===== src/rtl/viterbi_metric_core.sv =====
// Metric datapath of a rate-1/2, 4-state hard-decision Viterbi decoder: BMU, ACS and PMU.
// Optional build macro VITERBI_PM_NORM_EN subtracts the minimum new path metric before registering.
module viterbi_metric_core #(
  parameter int SIZE_DATA = 2
) (
  input  logic                 i_clk,
  input  logic                 i_rst_n,
  input  logic                 i_valid,
  input  logic [1:0]           i_data,
  output logic [1:0]           o_BM_0,
  output logic [1:0]           o_BM_1,
  output logic [1:0]           o_BM_2,
  output logic [1:0]           o_BM_3,
  output logic [SIZE_DATA-1:0] o_PM_0,
  output logic [SIZE_DATA-1:0] o_PM_1,
  output logic [SIZE_DATA-1:0] o_PM_2,
  output logic [SIZE_DATA-1:0] o_PM_3,
  output logic [3:0]           o_dec,
  output logic                 o_valid
);

  localparam logic [SIZE_DATA-1:0] MAX = '1;

  logic [1:0]           bm     [4];
  logic [SIZE_DATA-1:0] pm_q   [4];
  logic [SIZE_DATA-1:0] cand_a [4];
  logic [SIZE_DATA-1:0] cand_b [4];
  logic [SIZE_DATA-1:0] sel_pm [4];
  logic [SIZE_DATA-1:0] new_pm [4];
  logic [3:0]           sel_second;

  // Sum is one bit wider than the metric so overflow is visible before clamping.
  function automatic logic [SIZE_DATA-1:0] sat_add(input logic [1:0] b,
                                                   input logic [SIZE_DATA-1:0] p);
    logic [SIZE_DATA:0] s;
    s = {{(SIZE_DATA-1){1'b0}}, b} + {1'b0, p};
    return s[SIZE_DATA] ? MAX : s[SIZE_DATA-1:0];
  endfunction

  // NOTE: every always_comb output gets a default first so no path leaves it unassigned (no latch).
  always_comb begin
    logic [1:0] diff;
    diff = '0;
    for (int k = 0; k < 4; k++) begin
      diff  = i_data ^ 2'(k);
      bm[k] = {1'b0, diff[1]} + {1'b0, diff[0]};
    end
  end

  assign o_BM_0 = bm[0];
  assign o_BM_1 = bm[1];
  assign o_BM_2 = bm[2];
  assign o_BM_3 = bm[3];

  // Butterfly: states 0/2 are fed from PM_0/PM_1, states 1/3 from PM_2/PM_3.
  always_comb begin
    cand_a[0] = sat_add(bm[0], pm_q[0]);
    cand_b[0] = sat_add(bm[3], pm_q[1]);
    cand_a[1] = sat_add(bm[2], pm_q[2]);
    cand_b[1] = sat_add(bm[1], pm_q[3]);
    cand_a[2] = sat_add(bm[3], pm_q[0]);
    cand_b[2] = sat_add(bm[0], pm_q[1]);
    cand_a[3] = sat_add(bm[1], pm_q[2]);
    cand_b[3] = sat_add(bm[2], pm_q[3]);
  end

  always_comb begin
    sel_second = '0;
    for (int s = 0; s < 4; s++) begin
      sel_second[s] = cand_b[s] < cand_a[s];  // tie keeps the first candidate
      sel_pm[s]     = sel_second[s] ? cand_b[s] : cand_a[s];
    end
  end

`ifdef VITERBI_PM_NORM_EN
  always_comb begin
    logic [SIZE_DATA-1:0] m01, m23, mn;
    m01 = (sel_pm[0] < sel_pm[1]) ? sel_pm[0] : sel_pm[1];
    m23 = (sel_pm[2] < sel_pm[3]) ? sel_pm[2] : sel_pm[3];
    mn  = (m01 < m23) ? m01 : m23;
    for (int s = 0; s < 4; s++) new_pm[s] = sel_pm[s] - mn;
  end
`else
  always_comb begin
    for (int s = 0; s < 4; s++) new_pm[s] = sel_pm[s];
  end
`endif

  // NOTE: sequential state uses non-blocking assignments so all registers see pre-edge values.
  // The metric bank is reset because decoding must start from a known state (state 0 favoured).
  always_ff @(posedge i_clk or negedge i_rst_n) begin
    if (!i_rst_n) begin
      pm_q[0] <= '0;
      pm_q[1] <= MAX;
      pm_q[2] <= MAX;
      pm_q[3] <= MAX;
      o_dec   <= '0;
      o_valid <= 1'b0;
    end else begin
      o_valid <= i_valid;
      if (i_valid) begin
        for (int s = 0; s < 4; s++) pm_q[s] <= new_pm[s];
        o_dec <= sel_second;
      end
    end
  end

  assign o_PM_0 = pm_q[0];
  assign o_PM_1 = pm_q[1];
  assign o_PM_2 = pm_q[2];
  assign o_PM_3 = pm_q[3];

endmodule


===== config.mk =====
export PLATFORM = sky130hd
export DESIGN_NAME = viterbi_metric_core
export DESIGN_NICKNAME = d
export VERILOG_FILES = /design/src/rtl/viterbi_metric_core.sv
export SDC_FILE = /design/constraint.sdc
export NUM_CORES = 1
export LEC_CHECK = 0
export BUFFER_PORTS_ARGS = -buffer_cell sky130_fd_sc_hd__buf_2
export CAP_MARGIN = 15
export CORE_MARGIN = 5
export CORE_UTILIZATION = 35
export DETAILED_ROUTE_END_ITERATION = 8
export PLACE_DENSITY = 0.51
export SKIP_LAST_GASP = 1
export SLEW_MARGIN = 40
export SYNTH_ARGS = -nofsm -noshare
export SYNTH_HDL_FRONTEND = slang
export SYNTH_SLANG_ARGS = --single-unit

===== constraint.sdc =====
create_clock -name i_clk -period 5.05 [get_ports i_clk]
set_clock_uncertainty 0.15 [all_clocks]
set_input_delay 0.2525 -clock i_clk [delete_from_list [all_inputs] [get_ports i_clk]]
set_output_delay 0.2525 -clock i_clk [all_outputs]
set_load 0.01 [all_outputs]

==> results of run 1 <==
## stage by stage
step / area [um2] / cells
floorplan: 1490 / 177
global placement: 1580 / 239
detailed placement: 1580 / 239
CTS: 1640 / 244
global route: 1640 / 244
finish: 1640 / 244
## worst reg2reg max path: stages (launching register included)
cell and delay [ns]:
dfstp_2 0.56, ha_1 0.25, nand2b_1 0.09, mux2_2 0.26
o21ai_0 0.18, o21ai_0 0.13, ha_1 0.29, inv_1 0.04
nor2_1 0.08, nor3_1 0.05, a221oi_1 0.28
## per-layer routing
metal / GRT usage, % / vias up / wire, um
met5: 0 / - / 0
li1: - / 657 / -
met4: 5.24 / 0 / 45
met3: 1.60 / 6 / 100
met1: 16.7 / 630 / 1630
met2: 25.6 / 23 / 1990
## repair_timing
action,in CTS,in global routing
setup endpoints to repair,0,0
hold buffers,1,0
hold endpoints to repair,7,0
## area by class of cell
type / count / area, um2
Clock buffer: 3 / 41.3
Clock inverter: 1 / 5.00
Fill cell: 412 / 2420
Inverter: 14 / 52.6
Multi-Input combinational cell: 137 / 1010
Sequential cell: 13 / 333
Tap cell: 50 / 62.6
Timing Repair Buffer: 26 / 135
## cell usage after synthesis, drive strengths merged
library cell	number	share of area, %
o21ai	31	10
dfstp	6	11
a21boi	1	0.50
a31oi	6	2.5
clkbuf	2	0.50
o211ai	2	1.0
nor2b	7	2.9
a211oi	2	1.0
dfrtp	7	12
mux2	2	1.5
nor3	3	1.0
ha	24	20
nand3b	4	2.0
o22ai	1	0.42
a221o	1	0.67
nand2b	4	1.7
a221oi	3	2.6
and2b	1	0.50
inv	14	3.5
and4b	2	1.3
nor3b	2	1.0
mux2i	4	2.7
a21oi	5	1.7
buf	11	6.0
nand2	10	2.5
nor2	9	2.3
o221ai	1	0.59
a31o	3	1.8
xor2	3	1.8
o21a	6	3.0
## cell families (layout without fill, tap and decap cells)
group,after synthesis,after routing,synth area share [%]
compound gates,62,62,26.2
simple gates,42,42,15.3
mux,6,6,4.20
xor+xnor,3,3,1.76
fa+ha+maj,24,24,20.2
flops,13,13,22.3
buf+inv,27,44,10.1
## state kept, by name, summed over array words and instances, names as in the netlist
signal,cells
o_PM_0,2
o_PM_1,2
o_PM_2,2
o_PM_3,2
o_dec,4
o_valid,1
## worst paths after layout
check	startpoint	to	slack (ns)	cells past startpoint
hold reg to reg	o_PM_3[0]	o_PM_3[0]	0.38	2
max in group asynchronous	i_rst_n	o_PM_1[0]	4.18	2
setup reg to reg	o_PM_2[0]	o_PM_3[0]	2.60	10
min in group asynchronous	i_rst_n	o_PM_0[0]	0.28	2
hold / removal	i_valid	o_valid	0.24	1
setup / recovery	i_data[0]	o_PM_3[0]	2.22	14
## report_power, final
group	switching (mW)	internal [mW]	leakage (nW)
registers	0.0689	0.172	0.145
clock network	0.0443	0.0546	0.0255
logic	0.306	0.250	0.573
total	0.420	0.476	0.743
==> summary.md, run 1 <==
| Metric | Value |
|---|---|
| Global-route wire length before repair | 6.20 mm |
| Vias in the first global route | 1305 |
| CTS Sinks | 13 |
| N_diodes | 0 |
| Commonest non-fill, non-tap cells in the layout | 29 x o21ai_0, 25 x buf_2, 24 x ha_1, 14 x inv_1, 10 x nand2_1 |
| Max capacitance violation total | 0 |
| Unique masters post-synth | 34 |
| Critical-path top delay cell | ha_1 |
| Final Worst Setup Slack | 2.22 ns |
| Post-DP HPWL | 2.91 mm |
| Pwr dens | 547 nW/um2 |
| Fin. max-slew vios | 0 |
| End-of-flow core utilization | 40.3% |
| Synth Cell Area | 1490 um2 |
| Slew @ Worst Pin | 0.497 ns |
| Root Buffer | clkbuf_8 |
| Final Hold Fails | 0 |
| CTS tree | done |
| Routed via count | 1316 |
| Post-Route WL | 3.77 mm |
| CP Launch Type | input pin |
| Clk buf depth | 2 |
| Placeable Area | 4060 um2 |
| Routed wire per std cell | 15.4 um |
| Worst skew pair latency | 0.25 ns |
| Height of the die | 75.3 um |
| Final Wtd Congestion | 0.771 |
| DRT iter0 DRCs | 70 |
| Synthesized flop and latch total | 13 |
| CP Capture Type | flip-flop |
| Die area | 5660 um2 |
| Synth warn | 0 |
| Fraction of layout cells with a size suffix above 1 | 21.6% |
| Largest net degree at the start of global routing | 34 |
| Final setup viols | 0 |
| IO Pins | 26 |
| Initial antenna violation count | 0 |
| Commonest non-fill, non-tap cell in the layout | o21ai_0 |
| Largest stage delay, worst path | 0.44 ns |
| Pre-CTS WS | 1.95 ns |
| Unrepaired setup endpoints after global routing | no |
| DRC | 0 |
| Num CTS Buffers | 3 |
| Setup TNS | 0 ns |
| Row cnt | 23 |
| Critical-path maximum fanout | 7 |
| Sequential fraction of the synthesis area | 22.3% |
| Mean Syn Cell Area | 8.42 um2 |
| Clock-pin transition on the worst setup and hold timing paths | 0.06 ns |
| Fmax achieved | 353 MHz |
| Post-CTS sizing | 0 |
| WP data required | 5.06 ns |
| Initial Util | 36.7% |
| Setup Crit Path Kind | in -> reg |
| Detail Route Antenna Nets | 0 |
| # H-tree levels | 1 |
| Nets | 224 |
| Port Buffers | 25 |
| Critical path buffer and inverter count | 4 |
| Die width | 75.3 um |
| Slew margin rel. | 66.9% |
| Layout area overhead | 9.82% |
| Post-Syn Nets | 206 |
| Worst path arrival time | 2.84 ns |
| VDD IR max | 0.168 mV |
| Power Total | 0.895 mW |
| Crit path time final | 2.83 ns |
| Status | completed |
| Post-CTS Setup Bufs | 0 |
| Worst-path cell chain | buf_2, inv_1, ha_1, inv_1, ha_1, nand2b_1, mux2_2, o21ai_0, o21ai_0, ha_1, inv_1, nor2_1, nor3_1, a221oi_1 |
| Final period util | 56.1% |
| Leak | 0.743 nW |
| Router iterations before antenna repair | 4 |
| Vias/cell | 5.39 |
| Hold Path Class | in -> reg |
| Worst hold margin | 0.237 ns |
| CP delay by family, top | adder cells |
| GR Overflow Total | 0 |
| Synth Instances | 177 |
| Total Routing Usage GR | 14.0% |
Power figures use the tool's default switching activity.
==> run 2, diff against run 1 <==
Settings changed: PLACE_DENSITY 0.51 to 0.53.
Clock period 5.05 ns to 2.5 ns, I/O delays scaled along.
==> run 2 against run 1 <==
- register-to-register slack lost 2.4 ns
- combinational power grew 110%
- worst setup slack lost 2.0 ns
- clock-buffer cell count grew 1
- power grew 110%
- global-route usage shrank 0.53 points
- critical endpoint unchanged
- largest power group unchanged
==> summary.md, run 2 (synthesis results as in run 1) <==
| Metric | Value |
|---|---|
| Status | completed (unchanged) |
| Detail Route Antenna Nets | 0 (unchanged) |
| Total Routing Usage GR | 13.5% (was 14.0%) |
| Max capacitance violation total | 0 (unchanged) |
| Commonest non-fill, non-tap cell in the layout | o21ai_0 (unchanged) |
| R2r endpoint | o_PM_3[0] (unchanged) |
| Final setup viols | 0 (unchanged) |
| Routed via count | 1334 (was 1316) |
| Die width | 75.3 um (unchanged) |
| Post-Route WL | 3.53 mm (was 3.77 mm) |
| Critical-path maximum fanout | 4 (was 7) |
| Layout area overhead | 17.9% (was 9.82%) |
| IO Pins | 26 (unchanged) |
| Height of the die | 75.3 um (unchanged) |
| Commonest non-fill, non-tap cells in the layout | 28 x o21ai_0, 25 x buf_2, 21 x ha_1, 14 x inv_1, 12 x buf_4 (was 29 x o21ai_0, 25 x buf_2, 24 x ha_1, 14 x inv_1, 10 x nand2_1) |
| Root Buffer | clkbuf_8 (unchanged) |
| DRC | 0 (unchanged) |
| CP Capture Type | flip-flop (unchanged) |
| Setup Crit Path Kind | reg -> reg (was in -> reg) |
| CP Launch Type | flip-flop (was input pin) |
| Row cnt | 23 (unchanged) |
| VDD IR max | 0.375 mV (was 0.168 mV) |
| Largest reg by FF count | o_dec (unchanged) |
| Post-CTS Setup Bufs | 0 (unchanged) |
| Crit path time final | 2.30 ns |
| Port Buffers | 25 (unchanged) |
| Dpl cell area | 1690 um2 (was 1580 um2) |
| Router iterations before antenna repair | 4 (unchanged) |
| DRT iter0 DRCs | 55 (was 70) |
| Vias/cell | 5.21 (was 5.39) |
| Worst r2r path cells | 10 (unchanged) |
| Hold path cells | 1 (unchanged) |
| Hold EP | o_valid (unchanged) |
| Reg2Reg Setup Slack | 0.20 ns (was 2.60 ns) |
| Final Hold Fails | 0 (unchanged) |
| GR Overflow Total | 0 (unchanged) |
| Worst path arrival time | 2.28 ns (was 2.84 ns) |
| CTS Sinks | 13 (unchanged) |
| Final Worst Setup Slack | 0.201 ns (was 2.22 ns) |
| Final Wtd Congestion | 0.778 (was 0.771) |
| Routed wire per std cell | 13.8 um (was 15.4 um) |
| Post-route cell area | 1760 um2 (was 1640 um2) |
| Placeable Area | 4060 um2 (unchanged) |
| Nets | 236 (was 224) |
| Clock-pin transition on the worst setup and hold timing paths | 0.05 ns (was 0.06 ns) |
| # H-tree levels | 1 (unchanged) |
| Largest net degree at the start of global routing | 34 (unchanged) |
| Largest register FFs | 4 (unchanged) |
| Clk buf depth | 2 (unchanged) |
| Worst skew pair latency | 0.23 ns (was 0.25 ns) |
| Die area | 5660 um2 (unchanged) |
| Reg-to-reg startpoint | o_PM_2[0] (unchanged) |
| Fmax achieved | 435 MHz |
| Fraction of layout cells with a size suffix above 1 | 27.7% (was 21.6%) |
| Initial antenna violation count | 0 (unchanged) |
| Slew @ Worst Pin | 0.462 ns (was 0.497 ns) |
| Num CTS Buffers | 3 (unchanged) |
| Post-DP HPWL | 2.89 mm (was 2.91 mm) |
| Leak | 0.799 nW (was 0.743 nW) |
| Fin. max-slew vios | 0 (unchanged) |
| Hold Path Class | in -> reg (unchanged) |
| WP data required | 2.48 ns (was 5.06 ns) |
| Initial Util | 36.7% (unchanged) |
| CTS tree | done (unchanged) |
| Final period util | 92.0% |
| Unrepaired setup endpoints after global routing | no (unchanged) |
| Slew margin rel. | 69.2% (was 66.9%) |
| Global-route wire length before repair | 6.03 mm (was 6.20 mm) |
| Power Total | 1.85 mW (was 0.895 mW) |
| N_diodes | 0 (unchanged) |
| End-of-flow core utilization | 43.3% (was 40.3%) |
| Pre-CTS WS | -0.0364 ns (was 1.95 ns) |
| Hold path start | i_valid (unchanged) |
| Vias in the first global route | 1266 (was 1305) |
| Pwr dens | 1050 nW/um2 (was 547 nW/um2) |
-- run 2: layer usage --
layer,GRT usage (%),part of all wire (%)
met1,20.1,53
met5,0,0
met4,2.91,0.76
met3,1.87,4.2
met2,20.7,42
-- run 2: cell type report --
| cell class | instances | area (um2) |
|---|---|---|
| Sequential cell | 13 | 333 |
| Multi-Input combinational cell | 137 | 1040 |
| Clock buffer | 4 | 45.0 |
| Timing Repair Buffer | 38 | 225 |
| Fill cell | 425 | 2300 |
| Tap cell | 50 | 62.6 |
| Inverter | 14 | 52.6 |
-- run 2: critical path, cell delays in order (launching register included) --
cell and delay, ns:
dfstp_2 0.59, ha_4 0.15, nand2b_1 0.07, mux2_2 0.27, o21ai_2 0.12, o21ai_0 0.10
ha_1 0.28, inv_1 0.05, nor2_1 0.08, nor3_1 0.05, a221oi_1 0.27
-- run 2: worst max path at each step --
stage,endpoint,slack (ns),cells after the start,startpoint
3_3_place_gp,o_PM_3[0],0.05,14,i_data[0]
5_1_grt,o_PM_2[0],0.02,9,o_PM_1[0]
3_5_place_dp,o_PM_3[0],-0.04,14,i_data[1]
6_report,o_PM_3[0],0.20,10,o_PM_2[0]
2_1_floorplan,o_PM_3[0],0.02,13,i_data[0]
4_1_cts,o_PM_3[0],0.04,10,o_PM_2[0]
-- run 2: stage by stage --
stage                     hold slack [ns]  TNS (ns)  instances
after floorplan                    -0.321         0        177
after global placement             -0.134         0        251
after detailed placement           -0.127   -0.0364        251
after CTS                          0.0970         0        256
after global routing                0.133         0        256
final                               0.107         0        256
-- run 2: report_power, final --
| part | switching, mW | internal (mW) |
|---|---|---|
| combinational | 0.639 | 0.538 |
| clock | 0.0667 | 0.112 |
| sequential | 0.142 | 0.348 |
| total | 0.847 | 0.998 |
-- run 2: repair_timing --
| item | CTS | global route |
|---|---|---|
| setup endpoints to repair | 0 | 1 |
| gates resized for setup | 0 | 4 |
| endpoints found under the hold margin | 13 | 0 |
| hold buffers | 1 | 0 |
==> run 3, diff against run 2 <==
Settings changed: RECOVER_POWER from default to 50.
==> run 3 against run 2 <==
- sequential share of layout area increased by 0.12 points
- combinational power about the same
- power decreased by 0.71%
- worst hold slack improved by 0.19 ns
- utilization decreased by 0.28 points
- via count increased by 0.37%
- first-iteration DRC count unchanged
- final area decreased by 0.64%
- critical path depth unchanged
- sequential cell count unchanged
- highest routed layer unchanged
- largest power group unchanged
- sequential power about the same
==> summary.md, run 3 (synthesis results as in run 1) <==
| Metric | Value |
|---|---|
| R2r endpoint | o_PM_3[0] (unchanged) |
| Largest reg by FF count | o_dec (unchanged) |
| Routed via count | 1339 (was 1334) |
| N_diodes | 0 (unchanged) |
| Power Total | 1.83 mW (was 1.85 mW) |
| Inst Count DP | 251 (unchanged) |
| Largest net degree at the start of global routing | 34 (unchanged) |
| Worst skew pair latency | 0.23 ns (about the same) |
| Pwr dens | 1050 nW/um2 (about the same) |
| Critical-path maximum fanout | 4 (unchanged) |
| Port Buffers | 25 (unchanged) |
| Unrepaired setup endpoints after global routing | no (unchanged) |
| FILL cells | 429 (was 425) |
| Router iterations before antenna repair | 4 (unchanged) |
| Slew margin rel. | 26.2% (was 69.2%) |
| Routed wire per std cell | 13.8 um (about the same) |
| Worst r2r path cells | 10 (unchanged) |
| Largest register FFs | 4 (unchanged) |
| Non-filler instance count after layout | 256 (unchanged) |
| CP Launch Type | flip-flop (unchanged) |
| Commonest non-fill, non-tap cells in the layout | 28 x o21ai_0, 21 x ha_1, 16 x buf_2, 14 x inv_1, 12 x buf_4 (was 28 x o21ai_0, 25 x buf_2, 21 x ha_1, 14 x inv_1, 12 x buf_4) |
| Root Buffer | clkbuf_8 (unchanged) |
| DRT iter0 DRCs | 55 (unchanged) |
| Height of the die | 75.3 um (unchanged) |
| CTS tree | done (unchanged) |
| Nets | 236 (unchanged) |
| Initial antenna violation count | 0 (unchanged) |
| Critical Path Sink | o_PM_3[0] (unchanged) |
| Hold Path Class | in -> async (was in -> reg) |
| Fraction of layout cells with a size suffix above 1 | 22.8% (was 27.7%) |
| GR Overflow Total | 0 (unchanged) |
| Post-Route WL | 3.54 mm (was 3.53 mm) |
| Clock-pin transition on the worst setup and hold timing paths | 0.05 ns (about the same) |
| Final Wtd Congestion | 0.778 (unchanged) |
| Reg-to-reg startpoint | o_PM_2[0] (unchanged) |
| Detail Route Antenna Nets | 0 (unchanged) |
| Total Routing Usage GR | 13.5% (unchanged) |
| WP data required | 2.48 ns (about the same) |
| Num CTS Buffers | 3 (unchanged) |
| Layout area overhead | 17.1% (was 17.9%) |
| VDD IR max | 0.376 mV (was 0.375 mV) |
| Final setup viols | 0 (unchanged) |
| Die width | 75.3 um (unchanged) |
| Global-route wire length before repair | 6.03 mm (unchanged) |
| Slew @ Worst Pin | 1.11 ns (was 0.462 ns) |
| Post-DP HPWL | 2.89 mm (unchanged) |
| Final Hold Fails | 0 (unchanged) |
| Reg2Reg Setup Slack | 0.20 ns (about the same) |
| Die area | 5660 um2 (unchanged) |
| Status | completed (unchanged) |
| # H-tree levels | 1 (unchanged) |
| Vias in the first global route | 1266 (unchanged) |
| Row cnt | 23 (unchanged) |
| Initial Util | 36.7% (unchanged) |
| Vias/cell | 5.23 (was 5.21) |
| Setup crit start | o_PM_2[0] (unchanged) |
| Leak | 0.774 nW (was 0.799 nW) |
| Placeable Area | 4060 um2 (unchanged) |
| Clk buf depth | 2 (unchanged) |
| Fin. max-slew vios | 0 (unchanged) |
| Commonest non-fill, non-tap cell in the layout | o21ai_0 (unchanged) |
| Fmax achieved | 434 MHz (was 435 MHz) |
| Crit path time final | 2.30 ns (about the same) |
| CP Capture Type | flip-flop (unchanged) |
| Worst path arrival time | 2.28 ns (about the same) |
| Max capacitance violation total | 0 (unchanged) |
| CTS Sinks | 13 (unchanged) |
| Final period util | 92.1% (was 92.0%) |
| DRC | 0 (unchanged) |
| IO Pins | 26 (unchanged) |
| Setup Crit Path Kind | reg -> reg (unchanged) |
[run 3: layout make-up]
| cell class | instances | area, um2 | share of cell area, % |
|---|---|---|---|
| multi-input cells | 137 | 1040 | 59.5 |
| flip-flops and latches | 13 | 333 | 19.1 |
| repair buffers | 38 | 214 | 12.3 |
| well taps | 50 | 62.6 | 3.58 |
| inverters | 14 | 52.6 | 3.01 |
| clock buffers | 4 | 45.0 | 2.58 |
[run 3: routing by layer]
metal,part of all wire (%),global-route usage (%),up-vias
met5,0,0,-
met2,43,20.7,23
met1,52,20.1,630
met3,4.4,1.87,2
li1,-,-,684
met4,0.76,2.91,0
[run 3: worst min-delay path by stage]
stage / startpoint / endpoint / slack, ns / cells past startpoint
2_1_floorplan: i_rst_n / o_PM_0[0] / -0.32 / 0
3_3_place_gp: i_rst_n / o_dec[3] / -0.13 / 1
3_5_place_dp: i_rst_n / o_dec[3] / -0.13 / 1
4_1_cts: i_valid / o_valid / 0.1 / 1
5_1_grt: i_rst_n / o_valid / 0.37 / 2
6_report: i_rst_n / o_valid / 0.29 / 2
[run 3: critical path: stages (launching register included)]
cell      delay, ns
dfstp_2        0.59
ha_4           0.15
nand2b_1       0.07
mux2_2         0.27
o21ai_2        0.12
o21ai_0        0.10
ha_1           0.28
inv_1          0.05
nor2_1         0.08
nor3_1         0.05
a221oi_1       0.27
[run 3: timing repair]
item	in CTS	in global routing
buffers inserted	0	0
endpoints found under the setup margin	0	1
hold buffers	1	0
hold endpoints to repair	13	0
resized for setup	0	4
[run 3: metrics by stage]
step / area [um2] / setup WS (ns) / utilization, % / hold slack (ns) / setup TNS, ns
floorplan: 1510 / 0.0243 / - / -0.321 / 0
global placement: 1690 / 0.0506 / 41.5 / -0.134 / 0
detailed placement: 1690 / -0.0364 / 41.5 / -0.127 / -0.0364
CTS: 1740 / 0.0372 / 42.9 / 0.0970 / 0
global route: 1750 / 0.0125 / 43.0 / 0.369 / 0
finish: 1750 / 0.198 / 43.0 / 0.293 / 0
[run 3: power breakdown]
| part | leakage (nW) | switching [mW] | internal [mW] | total [mW] |
|---|---|---|---|---|
| registers | 0.144 | 0.143 | 0.346 | 0.489 |
| clock network | 0.0228 | 0.0664 | 0.112 | 0.178 |
| logic | 0.608 | 0.639 | 0.526 | 1.16 |
